**config.mk**
```make
export PLATFORM = sky130hd
export DESIGN_NAME = axi4_lite_arbiter_2to1
export DESIGN_NICKNAME = d
export VERILOG_FILES = /design/src/rtl/axi4_lite_arbiter_2to1.sv
export SDC_FILE = /design/constraint.sdc
export NUM_CORES = 1
export LEC_CHECK = 0
export ABC_CLOCK_PERIOD_IN_PS = 1800
export BUFFER_PORTS_ARGS = -buffer_cell sky130_fd_sc_hd__buf_2
export CAP_MARGIN = 20
export CORE_AREA = 2 2 179 181
export CTS_BUF_LIST = sky130_fd_sc_hd__clkbuf_16
export CTS_CLUSTER_DIAMETER = 50
export DETAILED_ROUTE_END_ITERATION = 6
export DIE_AREA = 0 0 181 183
export GPL_ROUTABILITY_DRIVEN = 0
export HOLD_SLACK_MARGIN = 0.08
export REMOVE_ABC_BUFFERS = 1
export SLEW_MARGIN = 20
export SYNTH_ARGS = -nofsm -noshare
export SYNTH_HDL_FRONTEND = slang
export SYNTH_SLANG_ARGS = --single-unit
```
**constraint.sdc**
```tcl
create_clock -name aclk -period 1.8 [get_ports aclk]
set_clock_uncertainty 0.2 [all_clocks]
set_input_delay 0.18 -clock aclk [delete_from_list [all_inputs] [get_ports aclk]]
set_output_delay 0.18 -clock aclk [all_outputs]
set_load 0.01 [all_outputs]
```
**src/rtl/axi4_lite_arbiter_2to1.sv**
```systemverilog
// axi4_lite_arbiter_2to1: round-robin arbiter sharing one AXI4-Lite slave port between two requesters,
// one transaction outstanding at a time, write preferred over read within the winner.
module axi4_lite_arbiter_2to1 (
  input  logic        aclk,
  input  logic        aresetn,
  input  logic [31:0] s0_awaddr,
  input  logic [2:0]  s0_awprot,
  input  logic        s0_awvalid,
  output logic        s0_awready,
  input  logic [31:0] s0_wdata,
  input  logic [3:0]  s0_wstrb,
  input  logic        s0_wvalid,
  output logic        s0_wready,
  output logic [1:0]  s0_bresp,
  output logic        s0_bvalid,
  input  logic        s0_bready,
  input  logic [31:0] s0_araddr,
  input  logic [2:0]  s0_arprot,
  input  logic        s0_arvalid,
  output logic        s0_arready,
  output logic [31:0] s0_rdata,
  output logic [1:0]  s0_rresp,
  output logic        s0_rvalid,
  input  logic        s0_rready,
  input  logic [31:0] s1_awaddr,
  input  logic [2:0]  s1_awprot,
  input  logic        s1_awvalid,
  output logic        s1_awready,
  input  logic [31:0] s1_wdata,
  input  logic [3:0]  s1_wstrb,
  input  logic        s1_wvalid,
  output logic        s1_wready,
  output logic [1:0]  s1_bresp,
  output logic        s1_bvalid,
  input  logic        s1_bready,
  input  logic [31:0] s1_araddr,
  input  logic [2:0]  s1_arprot,
  input  logic        s1_arvalid,
  output logic        s1_arready,
  output logic [31:0] s1_rdata,
  output logic [1:0]  s1_rresp,
  output logic        s1_rvalid,
  input  logic        s1_rready,
  output logic [31:0] m_awaddr,
  output logic [2:0]  m_awprot,
  output logic        m_awvalid,
  input  logic        m_awready,
  output logic [31:0] m_wdata,
  output logic [3:0]  m_wstrb,
  output logic        m_wvalid,
  input  logic        m_wready,
  input  logic [1:0]  m_bresp,
  input  logic        m_bvalid,
  output logic        m_bready,
  output logic [31:0] m_araddr,
  output logic [2:0]  m_arprot,
  output logic        m_arvalid,
  input  logic        m_arready,
  input  logic [31:0] m_rdata,
  input  logic [1:0]  m_rresp,
  input  logic        m_rvalid,
  output logic        m_rready,
  output logic        grant_valid,
  output logic        grant_id,
  output logic        grant_wr
);
  typedef enum logic [1:0] {IDLE, WR, RD} state_t;
  state_t r_state, w_next;
  logic r_id, r_last, r_aw_done, r_w_done, r_ar_done;
  logic w_wr, w_rd, w_req0, w_req1, w_win, w_win_wr, w_grant, w_b_hs, w_r_hs;
  logic w_o_awvalid, w_o_wvalid, w_o_arvalid, w_aw_hs, w_w_hs, w_ar_hs;
  assign w_wr = r_state == WR;
  assign w_rd = r_state == RD;
  assign w_req0 = s0_awvalid | s0_wvalid | s0_arvalid;
  assign w_req1 = s1_awvalid | s1_wvalid | s1_arvalid;
  // Contention goes to whoever did not finish last; a lone requester always wins
  assign w_win = (w_req0 & w_req1) ? ~r_last : w_req1;
  assign w_win_wr = w_win ? (s1_awvalid | s1_wvalid) : (s0_awvalid | s0_wvalid);
  assign w_grant = (r_state == IDLE) & (w_req0 | w_req1);
  assign w_o_awvalid = r_id ? s1_awvalid : s0_awvalid;
  assign w_o_wvalid = r_id ? s1_wvalid : s0_wvalid;
  assign w_o_arvalid = r_id ? s1_arvalid : s0_arvalid;
  assign m_awaddr = w_wr ? (r_id ? s1_awaddr : s0_awaddr) : '0;
  assign m_awprot = w_wr ? (r_id ? s1_awprot : s0_awprot) : '0;
  assign m_awvalid = w_wr & w_o_awvalid & ~r_aw_done;
  assign m_wdata = w_wr ? (r_id ? s1_wdata : s0_wdata) : '0;
  assign m_wstrb = w_wr ? (r_id ? s1_wstrb : s0_wstrb) : '0;
  assign m_wvalid = w_wr & w_o_wvalid & ~r_w_done;
  assign m_bready = w_wr & (r_id ? s1_bready : s0_bready);
  assign m_araddr = w_rd ? (r_id ? s1_araddr : s0_araddr) : '0;
  assign m_arprot = w_rd ? (r_id ? s1_arprot : s0_arprot) : '0;
  assign m_arvalid = w_rd & w_o_arvalid & ~r_ar_done;
  assign m_rready = w_rd & (r_id ? s1_rready : s0_rready);
  assign w_aw_hs = m_awvalid & m_awready;
  assign w_w_hs = m_wvalid & m_wready;
  assign w_ar_hs = m_arvalid & m_arready;
  assign w_b_hs = m_bvalid & m_bready;
  assign w_r_hs = m_rvalid & m_rready;
  assign s0_awready = w_wr & ~r_id & m_awready & ~r_aw_done;
  assign s1_awready = w_wr & r_id & m_awready & ~r_aw_done;
  assign s0_wready = w_wr & ~r_id & m_wready & ~r_w_done;
  assign s1_wready = w_wr & r_id & m_wready & ~r_w_done;
  assign s0_arready = w_rd & ~r_id & m_arready & ~r_ar_done;
  assign s1_arready = w_rd & r_id & m_arready & ~r_ar_done;
  assign s0_bvalid = w_wr & ~r_id & m_bvalid;
  assign s1_bvalid = w_wr & r_id & m_bvalid;
  assign s0_rvalid = w_rd & ~r_id & m_rvalid;
  assign s1_rvalid = w_rd & r_id & m_rvalid;
  assign s0_bresp = m_bresp;
  assign s1_bresp = m_bresp;
  assign s0_rdata = m_rdata;
  assign s1_rdata = m_rdata;
  assign s0_rresp = m_rresp;
  assign s1_rresp = m_rresp;
  assign grant_valid = r_state != IDLE;
  assign grant_id = r_id;
  assign grant_wr = w_wr;
  always_comb begin
    w_next = r_state;
    if (w_grant) w_next = w_win_wr ? WR : RD;
    else if (w_b_hs | w_r_hs) w_next = IDLE;
  end
  always_ff @(posedge aclk or negedge aresetn) begin
    if (!aresetn) begin
      r_state <= IDLE;
      r_id <= 1'b0;
      r_last <= 1'b1;
      r_aw_done <= 1'b0;
      r_w_done <= 1'b0;
      r_ar_done <= 1'b0;
    end else begin
      r_state <= w_next;
      if (w_grant) r_id <= w_win;
      if (w_b_hs | w_r_hs) r_last <= r_id;
      r_aw_done <= w_wr & ~w_b_hs & (r_aw_done | w_aw_hs);
      r_w_done <= w_wr & ~w_b_hs & (r_w_done | w_w_hs);
      r_ar_done <= w_rd & ~w_r_hs & (r_ar_done | w_ar_hs);
    end
  end
endmodule

```
* Word-level counts from Yosys, hierarchy flattened *
Index checks and enable logic that the tools add are counted.

storage, ports and cells
  flip-flop bits (word level) = 7
  input port bits = 265
  output and inout port bits = 196
  logic and storage cells = 89

cells by class
  equality and inequality tests = 2
  multiplexer cells = 22
  bitwise operators = 56
  reductions and logical operators = 3

operator list
  kind                                                              count
  32-bit 2-to-1 mux                                                 6
  1-bit bitwise AND                                                 40
  3-bit 2-to-1 mux                                                  4
  1-bit bitwise OR                                                  9
  4-bit 2-to-1 mux                                                  2
  1-bit 2-to-1 mux                                                  7
  1-bit NOT                                                         7
  2-bit 2-to-1 mux                                                  3
  2-bit nonzero test                                                2
  2-bit by 1-bit == test with 1-bit output (second input constant)  1
  2-bit == test (second input constant)                             1
  2-bit logical NOT                                                 1

* Logic depth before layout (Yosys ltp) *
Gate-level depths: netlist (run 1).

  depth in word-level cells = 7
  gate-level depth with buffers = 5
  gate-level depth less buffers = 5

* Worst setup path after synthesis (run 1) *
Ideal clock, no wire load.

  path kind = register -> output
  start point = reg r_id (netlist: grant_id)
  end point = out s0_arready
  arrival = 1.369 ns
  data required time = 1.420 ns
  path slack = 0.051 ns
  cell stages (with the launch flop) = 5
  path buffers = 3
  path through = dfrtp_1 > buf_6 > buf_2 > buf_2 > nor4b_1

on the way
  longest elaborated chain between the ends = 4

RTL lines
  what                             line  RTL
  from (decl)                      69    logic r_id, r_last, r_aw_done, r_w_done, r_ar_done;
  from (signal assigned)           133   if (w_grant) r_id <= w_win;
  1-bit NOT                        103   assign s0_arready = w_rd & ~r_id & m_arready & ~r_ar_done;
  1-bit bitwise AND (3 in series)  103
  to (decl)                        20    output logic s0_arready,

Every way passes these cells.

* Final worst setup path (run 1) *
  start point = reg r_id (netlist: grant_id)
  end point = out m_araddr[11]

on the way
  longest elaborated chain between the ends = 2

RTL lines
  what                             line  RTL
  32-bit 2-to-1 mux (2 in series)  90    assign m_araddr = w_rd ? (r_id ? s1_araddr : s0_araddr) : '0;
  to (decl)                        55    output logic [31:0] m_araddr,

Every way passes these cells.

==> results of run 1 <==
-- registers in the layout (all words and copies together) (netlist names) --
register	flops
r_ar_done	1
r_aw_done	1
r_state	2
r_last	1
grant_id	1
r_w_done	1
-- final cells by class --
type	instances	area, µm²
clock inverter	1	3.75
inverter	4	18.8
multi-input combinational	229	1780
fill	3528	26400
timing repair buffer	386	2310
tap	402	503
clock buffer	3	75.1
sequential	7	181
antenna	2	5.00
-- logic make-up after synthesis --
logic type / count (synthesis)
buffers and inverters: 103
AOI/OAI and AO/OA: 50
muxes: 76
DFF: 7
and+or+nand+nor: 103
-- path summary, 6_finish.rpt --
| path | to | slack, ns | depth (start not counted) |
|---|---|---|---|
| worst max register to register | r_last | -0.01 | 6 |
| worst min register to register | r_last | 0.35 | 2 |
| min in group asynchronous | r_state[0] | 0.13 | 2 |
| worst max-delay path | m_araddr[11] | -0.13 | 6 |
| max in group asynchronous | r_last | 1.03 | 2 |
| worst min-delay path | r_state[0] | 0.09 | 2 |
-- metal layers --
metal	vias up	part of all wire [%]	wire (µm)	track usage, %
met5	-	1.6	259	5.78
met4	8	1.7	271	1.53
met3	24	17	2790	6.10
met2	369	46	7340	14.9
met1	1650	33	5310	8.20
li1	1700	-	-	-
-- power by group through the flow --
stage                     clock network, µW  logic [µW]  registers, µW
after floorplan                           0        1600            493
after global placement                    0        3820            343
after detailed placement                  0        3850            342
after CTS                               373        4480            300
after global routing                    384        4930            321
final                                   367        4580            306
-- stage by stage --
| stage | utilization (%) | total power (µW) | std cells | setup TNS [ns] | cell area (µm²) |
|---|---|---|---|---|---|
| after global routing | 15.6 | 5630 | 1034 | -12.10 | 4880 |
| final | 15.6 | 5250 | 1034 | -5.16 | 4880 |
| after global placement | 13.8 | 4160 | 1008 | -0.0359 | 4300 |
| after floorplan | - | 2100 | 240 | -283.47 | 1840 |
| after detailed placement | 13.8 | 4190 | 1008 | -0.0735 | 4300 |
| after CTS | 15.3 | 5150 | 1030 | -5.07 | 4770 |
-- placed cells by master (no fill, tap or decap), drive strengths merged --
master,instances
or2,1
dfrtp,6
o21ai,1
o32a,1
buf,383
nor2b,3
mux2i,73
dfstp,1
clkinvlp,1
a21oi,3
and3,4
a2bb2oi,1
nor4b,3
inv,4
and4b,2
nor3,5
diode,2
a31oi,2
a32oi,1
and2,3
and3b,1
mux2,3
o31ai,1
clkbuf,4
a22oi,1
nor2,77
a22o,36
o211a,3
nand2b,2
dlygate4sd3,2
nand2,2
-- timing repair --
| item | CTS | global route |
|---|---|---|
| buffers inserted | 12 | 1 |
| pin swaps | 6 | 10 |
| hold endpoints to repair | 8 | 0 |
| gates resized for setup | 37 | 16 |
| gates cloned | 5 | 1 |
| endpoints found under the setup margin | 118 | 120 |
| hold buffers | 2 | 0 |
==> impl_metrics.json, run 1 <==
{
  "antenna_left": 0,
  "required_ns": 1.42,
  "path_buf_inv": 4,
  "critical-path-max-stage-delay_ns": 0.50,
  "worst_pin_slew_ns": 0.392,
  "path_max_fanout": 9,
  "crit_family": "buffers and inverters",
  "cp_cell_sequence": "buf_6 > nor2_4 > buf_12 > buf_16 > a22o_1 > buf_2",
  "place_hpwl_um": 13100,
  "drt-pass1-iter-count": 4,
  "p_leak_uw": 0.00277,
  "switching_power_uw": 2420,
  "drc": 0,
  "clock-root-buffer": "clkbuf_16",
  "yosysMostFrequentCell": "buf_4",
  "placement_rows": 65,
  "setup_viol": 99,
  "worst_hold_startpoint": "m_bvalid",
  "critPathKind": "flip-flop to output port",
  "grt_pass1_vias": 3501,
  "io_pins": 461,
  "coreArea_um2": 31200,
  "fp.dieW_um": 181,
  "ys_warn_count": 0,
  "finalHoldViolCount": 0,
  "syn_to_final_growth_pct": 91.7,
  "antenna_found_initial": 3,
  "min_period_ns": 1.93,
  "internal_power_uw": 2830,
  "synth_flop_cell": "dfrtp_1",
  "synth-compound-area-share_pct": 16.5,
  "startpoint_type": "flip-flop",
  "clk_latency_ns": 0.23,
  "hold_slack_ns": 0.0935,
  "max-slew-margin-rel_pct": 73.7,
  "viasPerCell": 3.63,
  "cp_slowest_cell": "dfrtp_4",
  "clock_path_buffers": 2,
  "rsz0062_at_grt": "true",
  "p_sw_share_pct": 46.1,
  "synth_xor_area_share_pct": 0,
  "drt_iter0_markers": 195,
  "cp-end-kind": "output port",
  "synth_area_um2": 2540,
  "ir_drop_v": 0.000526,
  "synth_edf_count": 0,
  "die_h_um": 183,
  "status": "finished, violations left",
  "synth_top_family_by_area": "multiplexers",
  "avgSynthCellArea_um2": 7.51,
  "p_per_area_nw_per_um2": 1080,
  "grt_pass1_wl_um": 21400,
  "clk_transition_reported_paths_ns": 0.04,
  "yosys.area_share.simple_pct": 18.2,
  "critPathLaunch": "grant_id",
  "ys_ff_latch": 7,
  "seqPwrFrac_pct": 5.8,
  "synth_mux_area_share_pct": 30.2,
  "tritoncts": "built",
  "fp.dieArea_um2": 33100,
  "synthCells": 339,
  "drv_cap": 0,
  "clockPowerShare_pct": 7.0,
  "worst_slack_ns": -0.134,
  "htreeDepth": 1,
  "ys_seq_area_share_pct": 6.93,
  "wl_per_cell_um": 15.4,
  "initial_core_util_pct": 8.15,
  "grt_max_degree": 47,
  "wirelength_um": 16000,
  "crit_arrival_ns": 1.55,
  "synthTopCellsByArea": "mux2i_1 (29%), buf_4 (24%), a22o_1 (12%)",
  "pwr-share-comb_pct": 87.2,
  "clock.fmax_ghz": 0.517,
  "yosysTopAreaCell": "mux2i_1",
  "cts_made_buffers": 3,
  "grt_usage_pct": 8.66,
  "vias": 3751,
  "async_flop_share_pct": 100,
  "violations": "negative setup slack",
  "final_layout_size_suffix_gt1_share_pct": 66.5,
  "cts_sinks": 7,
  "ys_types": 32,
  "yosys.area.top_type_share_pct": 28.7,
  "fin_nets": 896,
  "synthAdderAreaFrac_pct": 0,
  "fin_crit_sh_pct": 107,
  "finalMaxSlewViolations": 0,
  "synthTopCellsByCount": "buf_4 (82), nor2_1 (77), mux2i_1 (73)",
  "post-place-ws_ns": -0.0608,
  "r2r_start": "grant_id",
  "grt_overflow": 0,
  "numPortBuffers": 352,
  "worstHoldPathType": "primary input to flip-flop"
}
(Power assumes the default switching activity.)
==> run 2: changes to the inputs <==
--- a/config.mk
+++ b/config.mk
@@ -15,7 +15,6 @@
 export DIE_AREA = 0 0 181 183
 export GPL_ROUTABILITY_DRIVEN = 0
 export HOLD_SLACK_MARGIN = 0.08
-export REMOVE_ABC_BUFFERS = 1
 export SLEW_MARGIN = 20
 export SYNTH_ARGS = -nofsm -noshare
 export SYNTH_HDL_FRONTEND = slang
==> run 2 against run 1 <==
Compared with the run above:
- the run still ends with negative setup slack left
- global-route usage fell by 0.055 points
- final cell count barely moved
- combinational power fell by 1%
- flip-flop and latch count did not move
- non-clock buffer count rose by 1
- critical path depth fell by 2
- total power fell by 0.33%
- hold slack improved by 0.0011 ns
- sequential share of layout area barely moved
- critical endpoint is now s0_awready
==> impl_metrics.json, run 2 (same netlist as run 1, synthesis figures left out) <==
{
  "status": "finished, violations left",
  "violations": "negative setup slack",
  "grt_max_degree": 35,
  "grt_pass1_vias": 3361,
  "worst_r2r_endpoint": "r_last",
  "vias": 3611,
  "coreArea_um2": 31200,
  "htreeDepth": 1,
  "dr_wl_met3_um": 1640,
  "viasPerCell": 3.50,
  "tritoncts": "built",
  "largest-register": "r_state",
  "cts_sinks": 7,
  "placed_area_um2": 4300,
  "clk_transition_reported_paths_ns": 0.04,
  "grt_overflow": 0,
  "setup_viol": 99,
  "fin_crit_sh_pct": 111,
  "crit_arrival_ns": 1.62,
  "drt-pass1-iter-count": 4,
  "fin_nets": 897,
  "initial_core_util_pct": 8.15,
  "io_pins": 461,
  "wl_met1_um": 5470,
  "grt_usage_pct": 8.61,
  "min_period_ns": 2.00,
  "fill_cells": 3574,
  "final_area_um2": 4940,
  "p_leak_uw": 0.00283,
  "wirelength_um": 16200,
  "mostFrequentLayoutCells": "buf_2 (343), nor2_1 (76), mux2i_1 (70), a22o_1 (32), buf_4 (16)",
  "cts_made_buffers": 3,
  "drt_iter0_markers": 104,
  "min_to": "r_ar_done",
  "antenna_found_initial": 6,
  "place_hpwl_um": 13500,
  "drc": 0,
  "syn_to_final_growth_pct": 94.2,
  "drv_cap": 0,
  "fp.dieW_um": 181,
  "r2r_setup_slack_ns": -0.06,
  "worst_hold_startpoint": "m_arready",
  "required_ns": 1.42,
  "worst_slack_ns": -0.197,
  "die_h_um": 183,
  "critPathKind": "flip-flop to output port",
  "fp.dieArea_um2": 33100,
  "clk_latency_ns": 0.23,
  "mappedNetlistNets": 604,
  "antenna_left": 0,
  "cp-end-kind": "output port",
  "final_util_pct": 15.8,
  "clock.fmax_ghz": 0.501,
  "clock-root-buffer": "clkbuf_16",
  "largest_reg_flops": 2,
  "placement_rows": 65,
  "worstHoldPathType": "primary input to flip-flop",
  "final_layout_size_suffix_gt1_share_pct": 66.1,
  "wl_per_cell_um": 15.6,
  "max-slew-margin-rel_pct": 75.6,
  "rsz0062_at_grt": "true",
  "holdPathStages": 3,
  "worst_pin_slew_ns": 0.363,
  "finalHoldViolCount": 0,
  "p_per_area_nw_per_um2": 1060,
  "ir_drop_v": 0.000613,
  "worstRegToRegCells": 6,
  "setup_tns_ns": -11.24,
  "clock_path_buffers": 2,
  "total_power_uw": 5230,
  "numPortBuffers": 352,
  "path_max_fanout": 11,
  "insertedDiodeCount": 0,
  "hold_slack_ns": 0.0945,
  "critPathLaunch": "grant_id",
  "startpoint_type": "flip-flop",
  "grt_pass1_wl_um": 20800,
  "r2r_start": "grant_id",
  "top_layer": "met5",
  "wl_met2_um": 8130,
  "finalMaxSlewViolations": 0,
  "final_common_cell": "buf_2"
}
[run 2: cell types whose count changed in the layout (fill, tap and decap cells not counted), moves of 3 or more]
cell | before | now
a22o_1 | 36 | 32
a22o_4 | 0 | 4
buf_12 | 6 | 11
buf_16 | 6 | 2
buf_2 | 348 | 343
buf_4 | 8 | 16
buf_6 | 13 | 7
mux2i_1 | 65 | 70
mux2i_4 | 4 | 1
nor4b_4 | 0 | 3
[run 2: timing repair]
item                                    in CTS  in global routing
endpoints found under the setup margin     102                121
gates resized for setup                     38                 22
hold buffers                                 3                  0
gates cloned                                 4                  3
buffers inserted                             8                  5
pin swaps                                    3                 12
hold endpoints to repair                     9                  0
[run 2: area by class of cell]
type	instances	area (µm²)	area share, %
timing repair buffer	387	2340	47.4
multi-input combinational	229	1820	36.8
tap	402	503	10.2
sequential	7	183	3.70
clock buffer	3	75.1	1.52
inverter	4	17.5	0.354
clock inverter	1	3.75	0.0759
[run 2: metal layers]
layer / up-vias / track usage (%)
met3: 54 / 2.48
met1: 1550 / 8.32
met5: - / 0
met2: 300 / 16.4
met4: 8 / 4.85
li1: 1699 / -
[run 2: worst max-delay path, stage by stage (launching register included)]
cell	delay, ns
dfrtp_4	0.48
buf_12	0.15
buf_12	0.15
nor4b_4	0.38
buf_4	0.21
[run 2: how the worst max path moves through the flow]
stage | slack, ns | cells after the start | to
after floorplan | 0.05 | 4 | s0_arready
after global placement | -0.41 | 3 | s0_awready
after detailed placement | -0.32 | 3 | s0_awready
after CTS | -0.17 | 4 | m_araddr[26]
after global routing | -0.22 | 4 | s0_awready
final | -0.20 | 4 | s0_awready
[run 2: power breakdown]
part           switching [µW]  internal [µW]
Combinational            2330           2190
Clock                    91.2            290
Sequential               92.4            233
Total                    2520           2720
[run 2: per-stage QoR]
stage / worst slack [ns] / instances
after floorplan: 0.0514 / 339
after global placement: -0.406 / 1008
after detailed placement: -0.318 / 1008
after CTS: -0.168 / 1027
after global routing: -0.215 / 1033
final: -0.197 / 1033
==> run 3: changes to the inputs <==
--- a/config.mk
+++ b/config.mk
@@ -5,7 +5,7 @@
 export SDC_FILE = /design/constraint.sdc
 export NUM_CORES = 1
 export LEC_CHECK = 0
-export ABC_CLOCK_PERIOD_IN_PS = 1800
+export ABC_CLOCK_PERIOD_IN_PS = 1900
 export BUFFER_PORTS_ARGS = -buffer_cell sky130_fd_sc_hd__buf_2
 export CAP_MARGIN = 20
 export CORE_AREA = 2 2 179 181
==> constraint.sdc (replaced) <==
create_clock -name aclk -period 1.9 [get_ports aclk]
set_clock_uncertainty 0.2 [all_clocks]
set_input_delay 0.19 -clock aclk [delete_from_list [all_inputs] [get_ports aclk]]
set_output_delay 0.19 -clock aclk [all_outputs]
set_load 0.01 [all_outputs]
==> run 3 against run 2 <==
Compared with the run above:
- the flow still finishes with violations (negative setup slack)
- routed wire length rose by 0.53%
- utilization fell by 0.064 points
- die area did not move
- sequential power fell by 4%
- sequential share of layout area barely moved
- largest power group unchanged
- global-route usage rose by 0.20 points
- final cell count rose by 0.68%
==> impl_metrics.json, run 3 (same netlist as run 1, synthesis figures left out) <==
{
  "path_max_fanout": 10,
  "syn_to_final_growth_pct": 93.4,
  "internal_power_uw": 2580,
  "clock_path_buffers": 2,
  "worstHoldPathType": "primary input to flip-flop",
  "drt_iter0_markers": 80,
  "max-slew-margin-rel_pct": 70.7,
  "ir_drop_v": 0.000440,
  "finalHoldViolCount": 0,
  "cts_made_buffers": 3,
  "switching_power_uw": 2390,
  "final_common_cell": "buf_2",
  "critPathLaunch": "r_state[0]",
  "post-place-ws_ns": -0.129,
  "p_sw_share_pct": 48.1,
  "placement_rows": 65,
  "clockPowerShare_pct": 7.5,
  "wl_per_cell_um": 15.6,
  "seqPwrFrac_pct": 6.3,
  "drv_cap": 0,
  "rsz0062_at_grt": "true",
  "critPathKind": "flip-flop to output port",
  "status": "finished, violations left",
  "placed_area_um2": 4290,
  "hold_slack_ns": 0.0860,
  "final_layout_size_suffix_gt1_share_pct": 67.0,
  "min_period_ns": 2.02,
  "final_area_um2": 4920,
  "crit_arrival_ns": 1.63,
  "finalMaxSlewViolations": 0,
  "setup_viol": 88,
  "largest_reg_flops": 2,
  "worst_slack_ns": -0.117,
  "worst_hold_startpoint": "m_arready",
  "numPortBuffers": 352,
  "vias": 3621,
  "fp.dieArea_um2": 33100,
  "clock-root-buffer": "clkbuf_16",
  "htreeDepth": 1,
  "p_leak_uw": 0.00282,
  "pwr-share-comb_pct": 86.2,
  "cp_slowest_cell": "dfrtp_2",
  "clock.fmax_ghz": 0.496,
  "fin_nets": 902,
  "mostFrequentLayoutCells": "buf_2 (343), nor2_1 (76), mux2i_1 (66), a22o_1 (32), buf_4 (21)",
  "total_power_uw": 4970,
  "grt_pass1_wl_um": 21300,
  "setup_tns_ns": -4.67,
  "io_pins": 461,
  "die_h_um": 183,
  "r2r_start": "grant_id",
  "startpoint_type": "flip-flop",
  "grt_pass1_vias": 3394,
  "antenna_left": 0,
  "fp.dieW_um": 181,
  "critical-path-max-stage-delay_ns": 0.42,
  "drt-pass1-iter-count": 4,
  "cp_cell_sequence": "buf_6 > nor2b_4 > and2_4 > buf_12 > and3b_1 > buf_4",
  "required_ns": 1.51,
  "clk_latency_ns": 0.23,
  "mappedNetlistNets": 604,
  "cp-end-kind": "output port",
  "p_per_area_nw_per_um2": 1010,
  "worst_pin_slew_ns": 0.436,
  "place_hpwl_um": 13300,
  "fin_crit_sh_pct": 106,
  "grt_usage_pct": 8.81,
  "coreArea_um2": 31200,
  "grt_max_degree": 38,
  "violations": "negative setup slack",
  "viasPerCell": 3.48,
  "cts_sinks": 7,
  "wirelength_um": 16200,
  "grt_overflow": 0,
  "tritoncts": "built",
  "drc": 0,
  "largest-register": "r_state",
  "antenna_found_initial": 6,
  "initial_core_util_pct": 8.15,
  "clk_transition_reported_paths_ns": 0.04
}
[run 3: final timing paths]
kind / depth (start not counted) / slack [ns] / endpoint
worst max register to register: 6 / 0.05 / r_last
min in group asynchronous: 2 / 0.18 / r_w_done
max in group asynchronous: 2 / 1.07 / r_last
worst max-delay path: 6 / -0.12 / s1_arready
worst min-delay path: 3 / 0.09 / r_ar_done
worst min register to register: 2 / 0.33 / r_last
[run 3: per-layer routing]
metal / global-route usage [%] / wire length [µm]
met1: 8.58 / 5410
met2: 17.0 / 8300
met3: 2.46 / 1670
met4: 4.42 / 817
met5: 0 / 44
[run 3: what timing repair did]
| action | in CTS | in global routing |
|---|---|---|
| setup endpoints to repair | 104 | 109 |
| pin swaps | 4 | 7 |
| gates resized for setup | 45 | 19 |
| buffers inserted | 20 | 3 |
| hold buffers | 3 | 0 |
| hold endpoints to repair | 9 | 0 |
| cloned | 5 | 3 |
[run 3: power groups by stage]
stage | logic (µW) | registers (µW) | clock network (µW)
2_1_floorplan | 2390 | 257 | 0
3_3_place_gp | 3670 | 335 | 0
3_5_place_dp | 3690 | 338 | 0
4_1_cts | 4230 | 310 | 385
5_1_grt | 4640 | 325 | 396
6_report | 4280 | 312 | 374
[run 3: worst max-delay path: cells and delay by family (launching register included)]
family	cells	cell delay, ns
buffers and inverters	3	0.41
AND/OR/NAND/NOR	3	0.56
flip-flops	1	0.42
[run 3: layout make-up]
| cell class | instances | area [µm²] |
|---|---|---|
| Multi-Input combinational cell | 230 | 1850 |
| Fill cell | 3590 | 26300 |
| Sequential cell | 7 | 183 |
| Clock inverter | 1 | 5.00 |
| Inverter | 4 | 17.5 |
| Clock buffer | 3 | 75.1 |
| Timing Repair Buffer | 391 | 2290 |
| Antenna cell | 2 | 5.00 |
| Tap cell | 402 | 503 |
[run 3: metrics by stage]
stage	utilization (%)	cells
after global placement	13.7	1008
after global routing	15.8	1039
after detailed placement	13.7	1008
final	15.8	1040
after floorplan	-	339
after CTS	15.7	1040
